`config.mk`:
```
export PLATFORM = sky130hd
export DESIGN_NAME = sb_arbiter_flat
export DESIGN_NICKNAME = d
export VERILOG_FILES = /design/src/rtl/sb_arbiter_if.sv /design/src/rtl/sb_arbiter.sv /design/src/flat_wrapper.sv
export SDC_FILE = /design/constraint.sdc
export NUM_CORES = 1
export LEC_CHECK = 0
export BUFFER_PORTS_ARGS = -buffer_cell sky130_fd_sc_hd__buf_2
export CORE_MARGIN = 2
export CORE_UTILIZATION = 40
export DETAILED_ROUTE_END_ITERATION = 16
export PLACE_DENSITY = 0.86
export SYNTH_ARGS = -nofsm -noshare
export SYNTH_HDL_FRONTEND = slang
export SYNTH_SLANG_ARGS = --single-unit
```
`constraint.sdc`:
```
create_clock -name clk -period 2.9 [get_ports clk]
set_input_delay 0.29 -clock clk [delete_from_list [all_inputs] [get_ports clk]]
set_output_delay 0.29 -clock clk [all_outputs]
set_load 0.05 [all_outputs]
```
`src/rtl/sb_arbiter_if.sv`:
```
// sb_arbiter_if: handshake and bus signals of the shared s_b evaluator arbiter.
//   NREQ requesters offer 11-bit z operands with tags (req_*). The arbiter
//   drives the external combinational evaluator (sb_z -> sb_s_b). It returns
//   one registered result at a time to a single consumer (rsp_*).
// Modports:
//   master : the environment (requesters, evaluator, result consumer)
//   slave  : the arbiter itself
interface sb_arbiter_if #(
  parameter int NREQ = 4,
  parameter int TAGW = 4
);
  logic [NREQ-1:0]      req_valid;
  logic [NREQ-1:0]      req_ready;
  logic [NREQ*11-1:0]   req_z;
  logic [NREQ*TAGW-1:0] req_tag;
  logic [10:0]          sb_z;
  logic [10:0]          sb_s_b;
  logic                 rsp_valid;
  logic                 rsp_ready;
  logic [2:0]           rsp_id;
  logic [TAGW-1:0]      rsp_tag;
  logic [10:0]          rsp_s_b;

  modport master (
    output req_valid, req_z, req_tag, sb_s_b, rsp_ready,
    input  req_ready, sb_z, rsp_valid, rsp_id, rsp_tag, rsp_s_b
  );

  modport slave (
    input  req_valid, req_z, req_tag, sb_s_b, rsp_ready,
    output req_ready, sb_z, rsp_valid, rsp_id, rsp_tag, rsp_s_b
  );
endinterface

```
`src/rtl/sb_arbiter.sv`:
```
// sb_arbiter: round-robin arbiter that lets NREQ requesters share one
// external combinational s_b evaluator through a two-stage pipeline.
//   Stage 1 holds the granted operand and drives it to the evaluator.
//   Stage 2 captures the evaluator result and presents it to the consumer.
// Ports:
//   clk         : clock, rising edge
//   rst_n       : asynchronous active-low reset
//   bus         : sb_arbiter_if.slave (req_*, sb_*, rsp_* handshakes)
//   stat_grants : accepted-request count (saturating at 16'hFFFF)
// Configuration:
//   SB_ARBITER_STATS_EN : when defined, builds the grant counter behind
//                         stat_grants; otherwise stat_grants is tied to 0.
module sb_arbiter #(
  parameter int NREQ = 4,
  parameter int TAGW = 4
) (
  input  logic            clk,
  input  logic            rst_n,
  sb_arbiter_if.slave     bus,
  output logic [15:0]     stat_grants
);

  // Pipeline occupancy: bit 0 is v1 (operand stage), bit 1 is v2 (result stage).
  typedef enum logic [1:0] {
    EMPTY = 2'b00,
    S1    = 2'b01,
    S2    = 2'b10,
    S1S2  = 2'b11
  } state_t;

  state_t          state_r;
  logic            v1_s;
  logic            v2_s;
  logic            v1_next_s;
  logic            v2_next_s;

  logic [2:0]      ptr_r;
  logic [10:0]     z1_r;
  logic [TAGW-1:0] tag1_r;
  logic [2:0]      id1_r;
  logic [10:0]     sb2_r;
  logic [TAGW-1:0] tag2_r;
  logic [2:0]      id2_r;

  // Requester views padded to 8 entries so a 3-bit index is always legal.
  logic [7:0]      valid_ext_s;
  logic [10:0]     z_arr_s   [8];
  logic [TAGW-1:0] tag_arr_s [8];

  logic [3:0]      cand_s;
  logic            found_s;
  logic [2:0]      grant_idx_s;
  logic            adv_s;
  logic            accept_s;
  logic [7:0]      grant_oh_s;
  logic [3:0]      ptr_inc_s;
  logic [2:0]      ptr_next_s;

  assign v1_s = state_r[0];
  assign v2_s = state_r[1];

  genvar g;
  generate
    for (g = 0; g < 8; g++) begin : g_unpack
      if (g < NREQ) begin : g_live
        assign valid_ext_s[g] = bus.req_valid[g];
        assign z_arr_s[g]     = bus.req_z[11*g +: 11];
        assign tag_arr_s[g]   = bus.req_tag[TAGW*g +: TAGW];
      end else begin : g_pad
        assign valid_ext_s[g] = 1'b0;
        assign z_arr_s[g]     = 11'h000;
        assign tag_arr_s[g]   = '0;
      end
    end
  endgenerate

  // Round-robin search: first valid requester at ptr, ptr+1, ... modulo NREQ.
  always_comb begin
    found_s     = 1'b0;
    grant_idx_s = 3'd0;
    cand_s      = 4'd0;
    for (int k = 0; k < NREQ; k++) begin
      cand_s      = {1'b0, ptr_r} + 4'(k);
      cand_s      = (cand_s >= 4'(NREQ)) ? (cand_s - 4'(NREQ)) : cand_s;
      grant_idx_s = (!found_s && valid_ext_s[cand_s[2:0]]) ? cand_s[2:0] : grant_idx_s;
      found_s     = found_s | valid_ext_s[cand_s[2:0]];
    end
  end

  // Handshake decisions and next occupancy. Acceptance is gated by rst_n so
  // req_ready stays low while reset is held.
  always_comb begin
    adv_s      = v1_s & (~v2_s | bus.rsp_ready);
    accept_s   = rst_n & found_s & (~v1_s | adv_s);
    grant_oh_s = accept_s ? (8'b0000_0001 << grant_idx_s) : 8'b0000_0000;
    ptr_inc_s  = {1'b0, grant_idx_s} + 4'd1;
    ptr_next_s = (ptr_inc_s == 4'(NREQ)) ? 3'd0 : ptr_inc_s[2:0];
    v1_next_s  = accept_s | (v1_s & ~adv_s);
    v2_next_s  = adv_s | (v2_s & ~bus.rsp_ready);
  end

  assign bus.req_ready = grant_oh_s[NREQ-1:0];
  assign bus.sb_z      = z1_r;
  assign bus.rsp_valid = v2_s;
  assign bus.rsp_id    = id2_r;
  assign bus.rsp_tag   = tag2_r;
  assign bus.rsp_s_b   = sb2_r;

  // Pipeline state, round-robin pointer and both data stages.
  always_ff @(posedge clk or negedge rst_n) begin
    if (!rst_n) begin
      state_r <= EMPTY;
      ptr_r   <= 3'd0;
      z1_r    <= 11'h000;
      tag1_r  <= '0;
      id1_r   <= 3'd0;
      sb2_r   <= 11'h000;
      tag2_r  <= '0;
      id2_r   <= 3'd0;
    end else begin
      state_r <= state_t'({v2_next_s, v1_next_s});
      if (accept_s) begin
        ptr_r  <= ptr_next_s;
        z1_r   <= z_arr_s[grant_idx_s];
        tag1_r <= tag_arr_s[grant_idx_s];
        id1_r  <= grant_idx_s;
      end else if (adv_s) begin
        // Stage 1 empties: clear the operand so sb_z reads 0 while idle.
        z1_r   <= 11'h000;
      end
      if (adv_s) begin
        sb2_r  <= bus.sb_s_b;
        tag2_r <= tag1_r;
        id2_r  <= id1_r;
      end
    end
  end

`ifdef SB_ARBITER_STATS_EN
  logic [15:0] grant_cnt_r;

  // Saturating count of accepted requests.
  always_ff @(posedge clk or negedge rst_n) begin
    if (!rst_n) begin
      grant_cnt_r <= 16'h0000;
    end else if (accept_s && (grant_cnt_r != 16'hFFFF)) begin
      grant_cnt_r <= grant_cnt_r + 16'h0001;
    end
  end

  assign stat_grants = grant_cnt_r;
`else
  assign stat_grants = 16'h0000;
`endif

endmodule

```
`src/flat_wrapper.sv`:
```
// flat-port wrapper written by rule: the top's interface ports become plain ports
module sb_arbiter_flat 
#(
  parameter int NREQ = 4,
  parameter int TAGW = 4
)
  (clk, rst_n, stat_grants, bus_req_valid, bus_req_z, bus_req_tag, bus_sb_s_b, bus_rsp_ready, bus_req_ready, bus_sb_z, bus_rsp_valid, bus_rsp_id, bus_rsp_tag, bus_rsp_s_b);
  sb_arbiter_if #(.NREQ(NREQ), .TAGW(TAGW)) bus_i ();
  input  logic clk;
  input  logic rst_n;
  output logic [15:0] stat_grants;
  input wire logic [$bits(bus_i.req_valid)-1:0] bus_req_valid;
  input wire logic [$bits(bus_i.req_z)-1:0] bus_req_z;
  input wire logic [$bits(bus_i.req_tag)-1:0] bus_req_tag;
  input wire logic [$bits(bus_i.sb_s_b)-1:0] bus_sb_s_b;
  input wire logic [$bits(bus_i.rsp_ready)-1:0] bus_rsp_ready;
  output wire logic [$bits(bus_i.req_ready)-1:0] bus_req_ready;
  output wire logic [$bits(bus_i.sb_z)-1:0] bus_sb_z;
  output wire logic [$bits(bus_i.rsp_valid)-1:0] bus_rsp_valid;
  output wire logic [$bits(bus_i.rsp_id)-1:0] bus_rsp_id;
  output wire logic [$bits(bus_i.rsp_tag)-1:0] bus_rsp_tag;
  output wire logic [$bits(bus_i.rsp_s_b)-1:0] bus_rsp_s_b;
  assign bus_i.req_valid = bus_req_valid;
  assign bus_i.req_z = bus_req_z;
  assign bus_i.req_tag = bus_req_tag;
  assign bus_i.sb_s_b = bus_sb_s_b;
  assign bus_i.rsp_ready = bus_rsp_ready;
  assign bus_req_ready = bus_i.req_ready;
  assign bus_sb_z = bus_i.sb_z;
  assign bus_rsp_valid = bus_i.rsp_valid;
  assign bus_rsp_id = bus_i.rsp_id;
  assign bus_rsp_tag = bus_i.rsp_tag;
  assign bus_rsp_s_b = bus_i.rsp_s_b;
  sb_arbiter #(.NREQ(NREQ), .TAGW(TAGW)) u_core (.clk(clk), .rst_n(rst_n), .bus(bus_i), .stat_grants(stat_grants));
endmodule
```
==> results of run 1 <==
## critical path, stage by stage (launching register included)
cell and delay [ns]:
dfrtp_1 0.42, inv_4 0.08, ha_4 0.21, or4b_4 0.52, a32o_2 0.29, a211oi_4 0.31
nor2_4 0.09, nor2_4 0.12, ha_2 0.16, and3_4 0.17, buf_8 0.14
## synth_stat cells (2+ instances only)
library cell,count
o21ai_0,13
and3_1,2
mux2_1,4
ha_1,4
a221o_1,11
a211o_1,3
or2_2,2
nor2_2,2
dfrtp_1,41
mux2_2,20
and2_1,3
clkbuf_1,8
o21ai_1,2
mux2i_1,10
nand2_1,10
conb_1,2
nand3_1,14
a21boi_0,2
inv_1,5
buf_2,4
nor2_1,5
nand2b_1,3
mux2_4,8
buf_4,17
o221ai_1,4
a21oi_1,12
## metal layers
| layer | global-route usage [%] | vias up | routed length (µm) |
|---|---|---|---|
| li1 | - | 1084 | - |
| met1 | 22.3 | 1081 | 2710 |
| met2 | 34.0 | 111 | 3390 |
| met3 | 4.87 | 10 | 550 |
| met4 | 5.66 | 0 | 78 |
| met5 | 0 | - | 0 |
## sequential cells by signal, indices dropped and copies added (netlist names)
signal / cells
u_core.bus.rsp_s_b: 11
u_core.bus.sb_z: 11
u_core.bus.rsp_tag: 4
u_core.tag1_r: 4
u_core.bus.rsp_id: 3
u_core.id1_r: 3
u_core.ptr_r: 3
u_core.state_r: 2
## final cells by class
type / count / area [µm²]
inverters: 5 / 21.3
multi-input cells: 172 / 1430
clock inverters: 1 / 8.76
flip-flops and latches: 41 / 1030
well taps: 75 / 93.8
fillers: 503 / 2530
repair buffers: 136 / 811
clock buffers: 6 / 72.6
## logic make-up after synthesis
logic type / after synthesis / share of synthesized area, %
buffers and inverters: 37 / 8.71
and+or+nand+nor: 49 / 10.4
adders and majority gates: 4 / 1.99
muxes: 43 / 20.4
other: 2 / 0.299
AOI/OAI and AO/OA: 59 / 17.4
DFF: 41 / 40.8
## report_power, final
group	switching (mW)	leakage [nW]	internal, mW
sequential	0.126	0.502	0.817
combinational	1.93	1.19	1.33
clock	0.193	0.0412	0.167
total	2.24	1.73	2.31
## cells in the final DEF, fill, tap and decap left out, types with 2 or more instances in the layout
cell,Yosys,layout
buf_4,17,20
nand2_1,10,10
buf_6,1,4
a211o_1,3,3
clkbuf_8,0,5
a21oi_1,12,12
mux2_4,8,8
or2_2,2,2
a221o_1,11,11
o21ai_0,13,13
and3_4,0,2
buf_2,4,107
and2_1,3,2
o21ai_1,2,2
buf_8,0,4
o221ai_2,0,3
inv_1,5,3
nand2b_1,3,3
mux2_1,4,4
ha_4,0,2
conb_1,2,17
mux2i_1,10,10
nor2_1,5,2
nand3_1,14,14
dfrtp_1,41,41
a21boi_0,2,2
mux2_2,20,20
nor2_4,0,4
## through the flow
stage | utilization (%) | hold WS (ns) | area [µm²]
2_1_floorplan | - | -0.00559 | 2630
3_3_place_gp | 53.8 | 0.424 | 3220
3_5_place_dp | 53.8 | 0.420 | 3220
4_1_cts | 57.0 | 0.104 | 3410
5_1_grt | 57.8 | 0.119 | 3460
6_report | 57.8 | 0.0759 | 3460
## final timing paths
| check | to | from | cells past startpoint | slack (ns) |
|---|---|---|---|---|
| min | u_core.bus.sb_z[10]$_DFFE_PN0P_ | rst_n | 2 | 0.08 |
| min in group clk | u_core.bus.rsp_s_b[9]$_DFFE_PN0P_ | bus_sb_s_b[9] | 2 | 0.23 |
| min reg2reg | u_core.id1_r[0]$_DFFE_PN0P_ | u_core.id1_r[0]$_DFFE_PN0P_ | 2 | 0.47 |
| max reg2reg | u_core.bus.sb_z[1]$_DFFE_PN0P_ | u_core.ptr_r[0]$_DFFE_PN0P_ | 9 | -0.01 |
| max in group asynchronous | u_core.ptr_r[2]$_DFFE_PN0P_ | rst_n | 2 | 2.45 |
| max | bus_req_ready[3] | u_core.ptr_r[0]$_DFFE_PN0P_ | 10 | -0.19 |
## repair_timing
action                     CTS  global route
buffers inserted             3             3
setup endpoints to repair    8            18
pin swaps                    9             6
gates resized for setup     23             7
hold endpoints to repair     0             0
==> impl_results.md, run 1 <==
* Final period utilization at 107%
* Deepest clock path buffer count at 2
* Cell Count, Final, Fillers Out at 436
* Inst Count DP at 424
* Final setup violation count at 5
* Via/cell ratio at 5.24
* # rows at 28
* Worst Max-Slew Pin Slew at 0.526 ns
* TritonRoute pass-1 iters at 4
* Number of synthesized register bits at 41
* I/O Buffers at 111
* Cts hold-fix bufs at 0
* GP Congestion at 0.839
* First-pass GRT wire length at 10700 µm
* N_diodes at 0
* H-tree level count at 2
* Period minus WS final at 3.09 ns
* Largest net degree at the start of global routing at 43
* Die height at 83.3 µm
* IO Pins at 128
* Overall die width at 83.3 µm
* PD cells at 1310 nW/µm²
* CTS tree: yes
* Worst hold path class: input pin to asynchronous set/reset pin
* Total Wirelength at 6720 µm
* Violated checks: negative setup slack
* Initial core utilization at 42.0%
* Fin. Hold Viols at 0
* Area Growth Syn to Fin at 37.8%
* Antenna viol nets, final at 0
* Max-Cap Viols at 0
* Synthesized area per cell at 10.7 µm²
* Max Fclk at 324 MHz
* Setup TNS at -0.528 ns
* WP data arrival at 2.80 ns
* Layout cell share with drive strength beyond 1 at 54.6%
* Root Driver: clkbuf_8
* Final worst-path setup slack at -0.189 ns
* Peak supply drop at 0.000733 V
* Final HPWL DP at 4990 µm
* Inserted Clock Buffers at 5
* LEAKAGE at 1.73 nW
* CP Capture Type: output pin
* Power Total at 4.55 mW
* Worst endpoint required time at 2.61 ns
* Synth Instances at 235
* Clock-pin slew on the worst setup and hold paths at 0.08 ns
* Worst-path maximum fanout at 4
* Most frequently used flop master after synthesis: dfrtp_1
* WL/cell at 15.4 µm
* Area contributors post-synth: dfrtp_1, mux2_2, buf_4, mux2_4, a221o_1
* DR vias at 2286
* Fin Clk Skew at 0.00594 ns
* Status: complete, but fails checks
* Post-synth EDFFs at 0
* Core area at 5990 µm²
* CTS sink count at 41
* RSZ-0062 raised after global routing: yes
* Residual DRC at 0
* Final nets at 443
* Setup slack at placement at -0.117 ns
* Unique masters post-synth at 50
* Overflow after GRT at 0
* Share of the synthesized area in the top cell type at 40.8%
* Seq/Total Area, Yosys at 40.8%
* Yosys top cell by area: dfrtp_1
* Pins Over Slew Limit at 0
* Initial antenna violation count at 0
* Post-synth ARST share at 100%
* Synthesized area at 2510 µm²
* Yosys warns at 0
* DIE AREA at 6930 µm²
* Worst slew margin at 65.0%
* Skew-Pair Late Insertion Delay at 0.29 ns
* Vias in the first global route at 2309
* Crit path launch type: flip-flop
* GRT Resource Usage Total at 19.0%
* Kind of critical path: flip-flop to output pin
* Iter 0 DRT Violations at 107
Note: power is estimated with default switching activity, not from simulation.
==> run 2, diff against run 1 <==
--- a/config.mk
+++ b/config.mk
@@ -7,9 +7,9 @@
 export LEC_CHECK = 0
 export BUFFER_PORTS_ARGS = -buffer_cell sky130_fd_sc_hd__buf_2
 export CORE_MARGIN = 2
-export CORE_UTILIZATION = 40
+export CORE_UTILIZATION = 41
 export DETAILED_ROUTE_END_ITERATION = 16
-export PLACE_DENSITY = 0.86
+export PLACE_DENSITY = 0.87
 export SYNTH_ARGS = -nofsm -noshare
 export SYNTH_HDL_FRONTEND = slang
 export SYNTH_SLANG_ARGS = --single-unit
==> run 2 against run 1 <==
Against the previous run: the flow still finishes with violations (negative setup slack); via count grew 1.7%; power rose by 5.8%; die area down 2.3%; sequential power is 0.5% higher; routed wire length rose by 1.1%; cell count rose by 2.1%; clock power increased by 2%; combinational power grew 8.0%; fmax is 0.55% lower; first-iteration DRC count increased by 3.7%; global-route usage barely moved.
==> impl_results.md, run 2 (synthesized netlist as in run 1, its figures left out) <==
* Setup slack at placement at -0.0658 ns (was -0.117 ns)
* Setup slack, reg-to-reg at -0.06 ns (was -0.01 ns)
* Max-Cap Viols at 0 (unchanged)
* Vias in the first global route at 2244 (was 2309)
* Internal at 2.54 mW (was 2.31 mW)
* TritonRoute pass-1 iters at 5 (was 4)
* Final HPWL DP at 4910 µm (was 4990 µm)
* Fin. Hold Viols at 0 (unchanged)
* Fin Clk Skew at 0.00828 ns (was 0.00594 ns)
* Worst-path maximum fanout at 4 (unchanged)
* Deepest clock path buffer count at 2 (unchanged)
* I/O Buffers at 111 (unchanged)
* RSZ-0062 raised after global routing: yes (unchanged)
* Hold_ws at 0.106 ns (was 0.0759 ns)
* Cts hold-fix bufs at 0 (unchanged)
* Residual DRC at 0 (unchanged)
* Via/cell ratio at 5.22 (was 5.24)
* R2R depth at 11 (was 9)
* Status: complete, but fails checks (unchanged)
* Inserted Clock Buffers at 5 (unchanged)
* Crit path launch type: flip-flop (unchanged)
* CTS tree: yes (unchanged)
* Final setup violation count at 15 (was 5)
* Final worst-path setup slack at -0.206 ns (was -0.189 ns)
* Peak supply drop at 0.000685 V (was 0.000733 V)
* Initial core utilization at 42.5% (was 42.0%)
* Crit path buffers/inverters at 3 (was 2)
* Antenna viol nets, final at 0 (unchanged)
* Commonest cells after routing, fill and taps aside: buf_2, dfrtp_1, buf_4 (was buf_2, dfrtp_1, mux2_2, buf_4, conb_1)
* H-tree level count at 2 (unchanged)
* Skew-Pair Late Insertion Delay at 0.28 ns (was 0.29 ns)
* LEAKAGE at 1.79 nW (was 1.73 nW)
* DIE AREA at 6770 µm² (was 6930 µm²)
* Most common cell after layout, fill and taps aside: buf_2 (unchanged)
* Clock power frac at 7.6% (was 7.9%)
* Pins Over Slew Limit at 0 (unchanged)
* DR vias at 2324 (was 2286)
* Worst slew margin at 60.7% (was 65.0%)
* Worst endpoint required time at 2.61 ns (about the same)
* Combinational share of power at 72.8% (was 71.4%)
* GP Congestion at 0.804 (was 0.839)
* Layout cell share with drive strength beyond 1 at 56.2% (was 54.6%)
* Worst Max-Slew Pin Slew at 0.584 ns (was 0.526 ns)
* Worst hold path class: input pin to asynchronous set/reset pin (unchanged)
* Iter 0 DRT Violations at 111 (was 107)
* Worst flop-to-flop path endpoint: u_core.bus.sb_z[4]$_DFFE_PN0P_ (was u_core.bus.sb_z[1]$_DFFE_PN0P_)
* Max Fclk at 322 MHz (was 324 MHz)
* Clock-pin slew on the worst setup and hold paths at 0.08 ns (about the same)
* Kind of critical path: flip-flop to output pin (unchanged)
* NetSw at 2.28 mW (was 2.24 mW)
* Crit path largest cell delay at 0.49 ns (was 0.52 ns)
* Overall die width at 82.3 µm (was 83.3 µm)
* N_diodes at 0 (unchanged)
* Area Growth Syn to Fin at 41.7% (was 37.8%)
* Violated checks: negative setup slack (unchanged)
* Critical-path cell list: inv_4, ha_4, or4b_4, a32o_2, buf_6, a211oi_4, nor2_4, nor2_4, ha_2, and3_4, buf_8 (was inv_4, ha_4, or4b_4, a32o_2, a211oi_4, nor2_4, nor2_4, ha_2, and3_4, buf_8)
* IO Pins at 128 (unchanged)
* Root Driver: clkbuf_8 (unchanged)
* CTS sink count at 41 (unchanged)
* Setup TNS at -1.07 ns (was -0.528 ns)
* WP data arrival at 2.82 ns (was 2.80 ns)
* Final period utilization at 107% (about the same)
* # rows at 28 (unchanged)
* Reg-to-Reg Start: u_core.ptr_r[0]$_DFFE_PN0P_ (unchanged)
* WL/cell at 15.3 µm (was 15.4 µm)
* Final nets at 451 (was 443)
* Worst path depth at 11 (was 10)
* GRT Resource Usage Total at 19.1% (was 19.0%)
* Largest net degree at the start of global routing at 43 (unchanged)
* Period minus WS final at 3.11 ns (was 3.09 ns)
* First-pass GRT wire length at 9940 µm (was 10700 µm)
* Total Wirelength at 6800 µm (was 6720 µm)
* Initial antenna violation count at 0 (unchanged)
* Slowest-stage cell, CP: or4b_4 (unchanged)
* Core area at 5920 µm² (was 5990 µm²)
* PD cells at 1350 nW/µm² (was 1310 nW/µm²)
* Overflow after GRT at 0 (unchanged)
* Worst path most repeated cell: nor2_4 (unchanged)
* Die height at 82.3 µm (was 83.3 µm)
* Power Total at 4.82 mW (was 4.55 mW)
* Delay-heaviest family, CP: simple AND/OR/NAND/NOR gates (unchanged)
* Sequential power share at 19.7% (was 20.7%)
* CP Capture Type: output pin (unchanged)
* Net Sw Frac at 47.4% (was 49.3%)
[run 2: changes by cell type in the layout (fill, tap and decap cells not counted), sizes merged]
cell / before / now
clkbuf: 6 / 7
clkinvlp: 0 / 2
clkinv: 1 / 0
buf: 136 / 143
[run 2: area by class of cell]
class | count | area, µm²
inverter | 5 | 21.3
sequential | 41 | 1030
tap | 75 | 93.8
fill | 499 | 2360
clock buffer | 6 | 72.6
multi-input combinational | 172 | 1420
timing repair buffer | 144 | 916
clock inverter | 2 | 15.0
[run 2: power groups by stage]
| stage | clock network [mW] | logic (mW) | registers [mW] |
|---|---|---|---|
| after floorplan | 0 | 1.69 | 1.55 |
| after detailed placement | 0 | 3.01 | 0.952 |
| final | 0.365 | 3.51 | 0.948 |
| after global placement | 0 | 2.93 | 0.942 |
| after global routing | 0.404 | 3.73 | 0.972 |
| after CTS | 0.379 | 3.29 | 0.943 |
[run 2: per-layer routing]
layer | vias up | GRT usage (%) | wire length (µm)
met4 | 0 | 3.50 | 48
li1 | 1105 | - | -
met1 | 1116 | 23.1 | 2820
met3 | 6 | 4.89 | 515
met2 | 97 | 34.2 | 3420
met5 | - | 0 | 0
[run 2: worst max path at each step]
stage	start	end	slack, ns
6_report	u_core.ptr_r[0]$_DFFE_PN0P_	bus_req_ready[3]	-0.21
5_1_grt	u_core.ptr_r[0]$_DFFE_PN0P_	bus_req_ready[3]	-0.32
4_1_cts	u_core.ptr_r[0]$_DFFE_PN0P_	bus_req_ready[3]	-0.22
3_5_place_dp	u_core.ptr_r[0]$_DFFE_PN0P_	bus_req_ready[3]	-0.07
3_3_place_gp	u_core.ptr_r[0]$_DFFE_PN0P_	bus_req_ready[3]	-0.02
2_1_floorplan	u_core.ptr_r[0]$_DFFE_PN0P_	bus_req_ready[2]	-0.12
[run 2: repair_timing]
item                                    in CTS  in global routing
gates cloned                                 0                  1
endpoints found under the hold margin        0                  0
endpoints found under the setup margin      15                 19
setup buffers                                9                  5
pin swaps                                    8                 11
gates resized for setup                     20                 17
[run 2: worst register-to-register path, stage by stage, from the launching register on]
cell and delay [ns]:
dfrtp_1 0.42, inv_4 0.08, ha_4 0.21, or4b_4 0.49
a32o_2 0.30, buf_6 0.12, a211oi_4 0.26, nor2_4 0.08
buf_6 0.15, clkbuf_16 0.16, mux2_4 0.29, a221o_1 0.30
[run 2: stage by stage]
step                      std cells  util, %  cell area [µm²]
final                           445     60.1             3560
after global routing            445     60.1             3560
after CTS                       440     58.3             3450
after detailed placement        423     54.5             3230
after global placement          423     54.5             3230
after floorplan                 250        -             2630
